--- config.mk ---
export PLATFORM = sky130hd
export DESIGN_NAME = pending_priority_encoder
export DESIGN_NICKNAME = d
export VERILOG_FILES = /design/src/rtl/penc_pkg.sv /design/src/rtl/pending_priority_encoder_prio_pick.sv /design/src/rtl/pending_priority_encoder.sv
export SDC_FILE = /design/constraint.sdc
export NUM_CORES = 1
export LEC_CHECK = 0
export ABC_AREA = 1
export CAP_MARGIN = 30
export CORE_MARGIN = 2
export CORE_UTILIZATION = 45
export CTS_CLUSTER_DIAMETER = 100
export CTS_CLUSTER_SIZE = 40
export DETAILED_ROUTE_END_ITERATION = 12
export GPL_TIMING_DRIVEN = 0
export PLACE_DENSITY = 0.83
export SYNTH_ARGS = -nofsm -noshare
export SYNTH_HDL_FRONTEND = slang
export SYNTH_HIERARCHICAL = 1
export SYNTH_SLANG_ARGS = --single-unit
--- constraint.sdc ---
create_clock -name clk -period 1.93 [get_ports clk]
set_input_delay 0.2895 -clock clk [delete_from_list [all_inputs] [get_ports clk]]
set_output_delay 0.2895 -clock clk [all_outputs]
set_load 0.005 [all_outputs]
--- src/rtl/penc_pkg.sv ---
// Shared helpers for the pending priority encoder.
// Contents: index-width helper, one-hot decoder, and the round-robin
// pointer reset value. The pointer is only used when PENC_ROUND_ROBIN_EN
// is defined.
package penc_pkg;

  localparam int unsigned PENC_MAX_N = 64;
  localparam int unsigned PENC_MAX_W = 6;

  // Index width for an N-line encoder (never less than 1 bit).
  function automatic int unsigned penc_width(input int unsigned n);
    return (n < 2) ? 1 : $clog2(n);
  endfunction

  // Reset value of the round-robin pointer, so the first search starts at the top line.
  function automatic int unsigned ptr_rst_val(input int unsigned n);
    return n - 1;
  endfunction

  // One-hot decode at the widest legal size; callers truncate to N bits.
  function automatic logic [PENC_MAX_N-1:0] onehot(input logic [PENC_MAX_W-1:0] idx);
    return PENC_MAX_N'(1) << idx;
  endfunction

endpackage

--- src/rtl/pending_priority_encoder_prio_pick.sv ---
// prio_pick: combinational find-first-set, searching downward from 'start'
// with wrap-around (start, start-1, ..., 0, N-1, ...).
// Ports:
//   vec   - candidate vector
//   start - first index examined
//   sel   - first set index found in search order (0 when none)
//   found - vec has at least one set bit
module prio_pick
  import penc_pkg::*;
#(
  parameter  int unsigned N = 8,
  localparam int unsigned W = penc_width(N)
) (
  input  logic [N-1:0] vec,
  input  logic [W-1:0] start,
  output logic [W-1:0] sel,
  output logic         found
);

  int unsigned pos;
  logic [W-1:0] pos_w;

  // Walk the search order; the first set bit closest to 'start' wins.
  always_comb begin
    sel   = '0;
    found = 1'b0;
    pos   = 0;
    pos_w = '0;
    for (int unsigned i = 0; i < N; i++) begin
      pos   = (32'(start) + N - i) % N;
      pos_w = W'(pos);
      if (!found && vec[pos_w]) begin
        sel   = pos_w;
        found = 1'b1;
      end
    end
  end

endmodule

--- src/rtl/pending_priority_encoder.sv ---
// pending_priority_encoder: latches N request lines into a pending register
// and issues one selected, unmasked pending index at a time on a
// valid/ready output. Fixed priority (highest index wins) by default;
// defining PENC_ROUND_ROBIN_EN adds a rotating search pointer so no
// unmasked line can starve.
// Ports:
//   clk       - system clock, rising edge
//   rst       - synchronous active-high reset
//   req[N]    - per-line event pulse
//   mask[N]   - per-line issue enable (masked lines stay pending)
//   out_valid - out_idx holds an issued, unaccepted index
//   out_ready - downstream accepts out_idx when out_valid=1
//   out_idx   - issued line index
//   pending   - pending vector, issued entry excluded
//   overflow  - one-cycle pulse: an event merged into an already-pending line
module pending_priority_encoder
  import penc_pkg::*;
#(
  parameter  int unsigned N = 8,
  localparam int unsigned W = penc_width(N)
) (
  input  logic         clk,
  input  logic         rst,
  input  logic [N-1:0] req,
  input  logic [N-1:0] mask,
  output logic         out_valid,
  input  logic         out_ready,
  output logic [W-1:0] out_idx,
  output logic [N-1:0] pending,
  output logic         overflow
);

  logic [N-1:0] cand_c;
  logic [N-1:0] clr_c;
  logic [W-1:0] start_c;
  logic [W-1:0] sel_c;
  logic         found_c;
  logic         load_c;

  assign cand_c = (pending | req) & mask;

`ifdef PENC_ROUND_ROBIN_EN
  logic [W-1:0] ptr;

  assign start_c = ptr;

  // Next search starts just below the line issued last, wrapping to the top.
  always_ff @(posedge clk) begin
    if (rst) begin
      ptr <= W'(ptr_rst_val(N));
    end else if (load_c) begin
      ptr <= (sel_c == '0) ? W'(ptr_rst_val(N)) : W'(sel_c - W'(1));
    end
  end
`else
  assign start_c = W'(ptr_rst_val(N));
`endif

  prio_pick #(.N(N)) u_pick (
    .vec   (cand_c),
    .start (start_c),
    .sel   (sel_c),
    .found (found_c)
  );

  // A new index may be issued whenever the output register is free or being drained.
  assign load_c = (!out_valid || out_ready) && found_c;
  assign clr_c  = load_c ? N'(onehot(PENC_MAX_W'(sel_c))) : '0;

  // Pending, output register and overflow pulse.
  // A req on the line being issued this cycle is consumed by the issue.
  always_ff @(posedge clk) begin
    if (rst) begin
      pending   <= '0;
      out_valid <= 1'b0;
      out_idx   <= '0;
      overflow  <= 1'b0;
    end else begin
      pending  <= (pending | req) & ~clr_c;
      overflow <= |(req & pending);
      if (load_c) begin
        out_valid <= 1'b1;
        out_idx   <= sel_c;
      end else if (out_ready) begin
        out_valid <= 1'b0;
      end
    end
  end

endmodule

* After elaboration in Yosys (flattened, before gate mapping)
Cells that the tools add are included.
** Storage, ports and cells
- Register bits :: 13
- Input bits :: 19
- Word-level logic and storage cells :: 48
** Operators by class
- Shift-type cells :: 1
- Multiplexer cells :: 19
- Bitwise gates (word level) :: 5
- Reduce and logical (&&, ||, !) cells :: 19
** Operator list (number)
- AND 8 bit :: 3
- two-way mux 3 bit :: 8
- two-way mux 1 bit :: 10
- logical AND 1 bit :: 8
- logical NOT 1 bit :: 8
- two-way mux 8 bit :: 1
- NOT 8 bit :: 1
- bitwise OR 8 bit :: 1
- OR reduction 8 bit :: 1
- left shift 1 x 3 -> 8 bit, first input constant :: 1
- nonzero test 2 bit :: 1
- logical OR 1 bit :: 1

* Logic depth before layout (Yosys ltp)
- Depth after elaboration :: 28
- Gate-level depth with buffers :: 20
- Gate-level depth less buffers :: 18

* Hierarchy
Netlist, hierarchy kept.
** By module, submodules not included
- prio_pick :: times used 1, cells each 138, area an instance 750.7 µm², sequential area each 0.0 µm²
- pending_priority_encoder :: times used 1, cells each 87, area an instance 610.6 µm², sequential area each 260.2 µm²

* Least setup slack after synthesis
No wires, ideal clock.
- Kind :: register to register
- Start :: reg pending[7]
- End :: reg pending[4]
- Arrival :: 1.759 ns
- Data required time :: 1.815 ns
- Slack :: 0.057 ns
- Stages on the path, launching flop included :: 17
- Buffers on the path :: 0
- Path through :: dfxtp_1 > nor2_1 > nor2_1 > nand2_1 > nand3_1 > nand3_1 > nand2_2 > nor2_1 > nand2_1 > nand2_1 > nor2_1 > nand3_1 > nor2_1 > nand3_1 > inv_1 > nand2_1 > o21a_1
** On the way
- Cells in the longest elaborated chain, start to end :: 28
** Ends and longest elaborated chain
- from (decl) :: line pending_priority_encoder.sv:29 : output logic [N-1:0] pending,
- from (signal assigned) :: line pending_priority_encoder.sv:79 : pending <= (pending | req) & ~clr_c;
- bitwise OR 8 bit (*) :: line pending_priority_encoder.sv:40 : assign cand_c = (pending | req) & mask;
- AND 8 bit (*) :: line pending_priority_encoder.sv:40
- named net cand_c[7] :: line pending_priority_encoder.sv:33 : logic [N-1:0] cand_c;
- two-way mux 1 bit :: line pending_priority_encoder_prio_pick.sv:32 : if (!found && vec[pos_w]) begin
- logical NOT 1 bit :: line pending_priority_encoder_prio_pick.sv:32
- logical AND 1 bit :: line pending_priority_encoder_prio_pick.sv:32
- two-way mux 1 bit :: line pending_priority_encoder_prio_pick.sv:32
- logical NOT 1 bit :: line pending_priority_encoder_prio_pick.sv:32
- [14 not listed]
- logical NOT 1 bit :: line pending_priority_encoder_prio_pick.sv:32
- logical AND 1 bit :: line pending_priority_encoder_prio_pick.sv:32
- two-way mux 3 bit (*) :: line pending_priority_encoder_prio_pick.sv:32
- named net sel_c[1] :: line pending_priority_encoder.sv:36 : logic [W-1:0] sel_c;
- left shift 1 x 3 -> 8 bit (*) :: line penc_pkg.sv:22 : return PENC_MAX_N'(1) << idx;
- two-way mux 8 bit (*) :: line pending_priority_encoder.sv:68 : assign clr_c = load_c ? N'(onehot(PENC_MAX_W'(sel_c))) : '0;
- NOT 8 bit (*) :: line pending_priority_encoder.sv:79
- AND 8 bit (*) :: line pending_priority_encoder.sv:79
The timed path passes the listed nets; every way through them passes the cells marked *.
A chain may end at the register's enable or synchronous reset.

* Worst setup path in the final report
- Start :: reg pending[2]
- End :: reg pending[6]
** On the way
- Cells in the longest elaborated chain, start to end :: 14
** Ends and longest elaborated chain
- bitwise OR 8 bit (*) :: line pending_priority_encoder.sv:40
- AND 8 bit (*) :: line pending_priority_encoder.sv:40
- named net cand_c[2] :: line pending_priority_encoder.sv:33
- logical AND 1 bit (*) :: line pending_priority_encoder_prio_pick.sv:32
- two-way mux 1 bit (*) :: line pending_priority_encoder_prio_pick.sv:32
- logical NOT 1 bit :: line pending_priority_encoder_prio_pick.sv:32
- logical AND 1 bit :: line pending_priority_encoder_prio_pick.sv:32
- two-way mux 1 bit (*) :: line pending_priority_encoder_prio_pick.sv:32
- logical NOT 1 bit :: line pending_priority_encoder_prio_pick.sv:32
- logical AND 1 bit :: line pending_priority_encoder_prio_pick.sv:32
- two-way mux 1 bit (*) :: line pending_priority_encoder_prio_pick.sv:32
- named net found_c :: line pending_priority_encoder.sv:37 : logic found_c;
- logical AND 1 bit (*) :: line pending_priority_encoder.sv:67 : assign load_c = (!out_valid || out_ready) && found_c;
- two-way mux 8 bit (*) :: line pending_priority_encoder.sv:68
- NOT 8 bit (*) :: line pending_priority_encoder.sv:79
- AND 8 bit (*) :: line pending_priority_encoder.sv:79
Marks and branches as above.

==> flow_summary.json <==
{
  "hold_violations": 0,
  "multi_input_area_um2": 1280,
  "drt-pass1-iter-count": 5,
  "root_buffer": "clkbuf_4",
  "post-route-min-period_ns": 2.15,
  "dp_hpwl_um": 2750,
  "r2r_cells": 12,
  "grt.overflow.total": 0,
  "rows": 19,
  "path_max_fanout": 5,
  "clock_sinks": 13,
  "p_per_area_nw_per_um2": 600,
  "synthFlopType": "dfxtp_1",
  "cts_tree": "yes",
  "report.final.setup_viol": 12,
  "start_util_pct": 48.5,
  "finalWeightedCongestion": 0.940,
  "die_y_um": 59,
  "synth_cells": 225,
  "cts-htree-levels": 1,
  "seqPwrFrac_pct": 24.5,
  "rrSetupSlack_ns": -0.22,
  "vdd_drop_max_mv": 0.496,
  "start_kind": "flip-flop",
  "ant_nets": 0,
  "num_vias": 1852,
  "grt_pass1_wl_um": 6770,
  "core-area_um2": 2810,
  "synth-edff-count": 0,
  "grt_max_degree": 11,
  "violations": "negative setup slack",
  "final_layout_size_suffix_gt1_share_pct": 42.7,
  "layout_commonest_cell": "nand2_1",
  "fillers": 167,
  "r2r-start": "pending[2]$_SDFF_PP0_",
  "slew_violations": 0,
  "ys_warn_count": 6,
  "track_usage_pct": 24.9,
  "port_buffers": 30,
  "fin_ws_ns": -0.221,
  "clk_transition_reported_paths_ns": 0.08,
  "area.sequential_um2": 265,
  "antenna_found_initial": 0,
  "cts_buffers": 3,
  "synth.distinct_cells": 31,
  "p_leak_nw": 1.13,
  "die_area_um2": 3480,
  "final_cell_mix": "nand2_1, buf_4, nor2_1",
  "max-clock-path-buffers": 2,
  "fin_worst_skew_ns": 0.00309,
  "ys_seq_area_share_pct": 19.1,
  "area_growth_pct": 69.8,
  "syn_area_per_cell_um2": 6.05,
  "p_sw_uw": 618,
  "power_mw": 1.39,
  "fin_nets": 322,
  "wl_per_cell_um": 16.2,
  "drv_cap": 0,
  "critical_path_required_ns": 2.17,
  "crit_start": "pending[2]$_SDFF_PP0_",
  "timing.rr.end": "pending[6]$_SDFF_PP0_",
  "p_sw_share_pct": 44.5,
  "first_global_vias": 1578,
  "endpoint_kind": "flip-flop",
  "arrival_ns": 2.39,
  "period_share_pct": 111,
  "stdcell_area_um2": 2310,
  "fmax_ghz": 0.465,
  "outcome": "complete, but fails checks",
  "die_w_um": 59,
  "cp-endpoint": "pending[6]$_SDFF_PP0_",
  "drc": 0,
  "cts_hold_buf": 0,
  "diodes": 0,
  "ys_seq_elements": 13,
  "syn_area_um2": 1360,
  "clkLatencyLatePin_ns": 0.29,
  "power.internal_uw": 769,
  "p_clk_share_pct": 12.7,
  "combPwrFrac_pct": 62.8,
  "rsz0062_at_grt": "true",
  "num_io_pins": 32,
  "first_iter_violations": 125,
  "dpl_cell_area_um2": 1730,
  "routed_wl_um": 5370,
  "via_per_inst": 5.60,
  "post-place-ws_ns": -0.718,
  "ys_async_sr_fraction_pct": 0,
  "min-delay-path-class": "input port to flip-flop",
  "crit_type": "flip-flop to flip-flop"
}
## per-stage QoR
| step | cells | setup TNS (ns) | hold WS (ns) | utilization (%) |
|---|---|---|---|---|
| final | 331 | -2.13 | 0.188 | 82.4 |
| after global routing | 331 | -2.83 | 0.185 | 82.4 |
| after CTS | 323 | -0.932 | 0.178 | 73.7 |
| after detailed placement | 293 | -7.47 | 0.454 | 61.6 |
| after global placement | 293 | -6.92 | 0.453 | 61.6 |
| after floorplan | 232 | 0 | 0.453 | - |
## logic make-up (layout without fill, tap and decap cells)
group           after synthesis  after routing  share of synthesized area, %
buf+inv                      29             97                          10.2
flops                        13             13                          19.1
other cells                   1              8                         0.275
simple gates                151            151                          53.7
compound gates               26             26                          11.9
fa+ha+maj                     2              2                          1.84
xor+xnor                      3              3                          3.03
## power by group through the flow
stage	sequential (mW)	clock [mW]	combinational [mW]
2_1_floorplan	0.339	0	0.372
3_3_place_gp	0.336	0	0.541
3_5_place_dp	0.336	0	0.545
4_1_cts	0.336	0.175	0.680
5_1_grt	0.344	0.187	0.923
6_report	0.339	0.177	0.871
## flip-flops by register name, summed over array words and instances, names as in the netlist
| signal | count |
|---|---|
| out_valid | 1 |
| out_idx | 3 |
| pending | 8 |
| overflow | 1 |
## cell type report
cell class | count | share of cell area (%)
Buffer | 6 | 2.17
Tap cell | 31 | 1.68
Sequential cell | 13 | 11.5
Timing Repair Buffer | 64 | 24.2
Clock inverter | 1 | 0.217
Multi-Input combinational cell | 190 | 55.3
Clock buffer | 3 | 0.975
Inverter | 23 | 3.95
## routing by layer
metal  GRT usage (%)  part of all wire (%)
met1            32.0                    39
met4            5.84                   3.4
met2            44.3                    52
met3            2.84                   6.2
met5               0                     0
## cells in the mapped netlist (2+ instances only)
| cell | count | area share (%) |
|---|---|---|
| a21oi_1 | 7 | 2.6 |
| buf_4 | 3 | 1.7 |
| buf_6 | 2 | 1.7 |
| dfxtp_1 | 13 | 19 |
| ha_1 | 2 | 1.8 |
| inv_1 | 14 | 3.9 |
| inv_2 | 8 | 2.2 |
| nand2_1 | 54 | 15 |
| nand2_2 | 6 | 2.8 |
| nand2_4 | 2 | 1.7 |
| nand3_1 | 31 | 11 |
| nand3_2 | 6 | 4.4 |
| nand4_1 | 3 | 1.4 |
| nor2_1 | 40 | 11 |
| nor2_4 | 3 | 2.5 |
| nor3_1 | 3 | 1.1 |
| o21a_1 | 8 | 4.4 |
| o21ai_0 | 6 | 2.2 |
| o21ai_1 | 2 | 0.74 |
## repair_timing
| item | CTS | global route |
|---|---|---|
| pin swaps | 28 | 39 |
| cloned | 0 | 0 |
| gates resized for setup | 42 | 44 |
| buffers inserted | 26 | 8 |
| setup endpoints to repair | 12 | 12 |
## critical path: stages, from the launching register on
cell      delay, ns
dfxtp_1        0.35
o21a_1         0.23
nand2_1        0.14
nand3_1        0.15
nand2_1        0.12
nor2_1         0.07
a31oi_4        0.23
inv_2          0.07
nor2_4         0.14
nand3b_1       0.17
buf_4          0.19
nand3_4        0.10
o21a_1         0.13
## worst min path at each step
stage	slack (ns)	startpoint	to	depth (start not counted)
after floorplan	0.45	out_idx[2]$_SDFFE_PP0P_	out_idx[2]$_SDFFE_PP0P_	2
after global placement	0.45	out_idx[2]$_SDFFE_PP0P_	out_idx[2]$_SDFFE_PP0P_	2
after detailed placement	0.45	out_idx[2]$_SDFFE_PP0P_	out_idx[2]$_SDFFE_PP0P_	2
after CTS	0.18	rst	out_valid$_SDFFE_PP0P_	2
after global routing	0.19	rst	out_valid$_SDFFE_PP0P_	2
final	0.19	rst	out_valid$_SDFFE_PP0P_	2
Power figures use the tool's default switching activity.
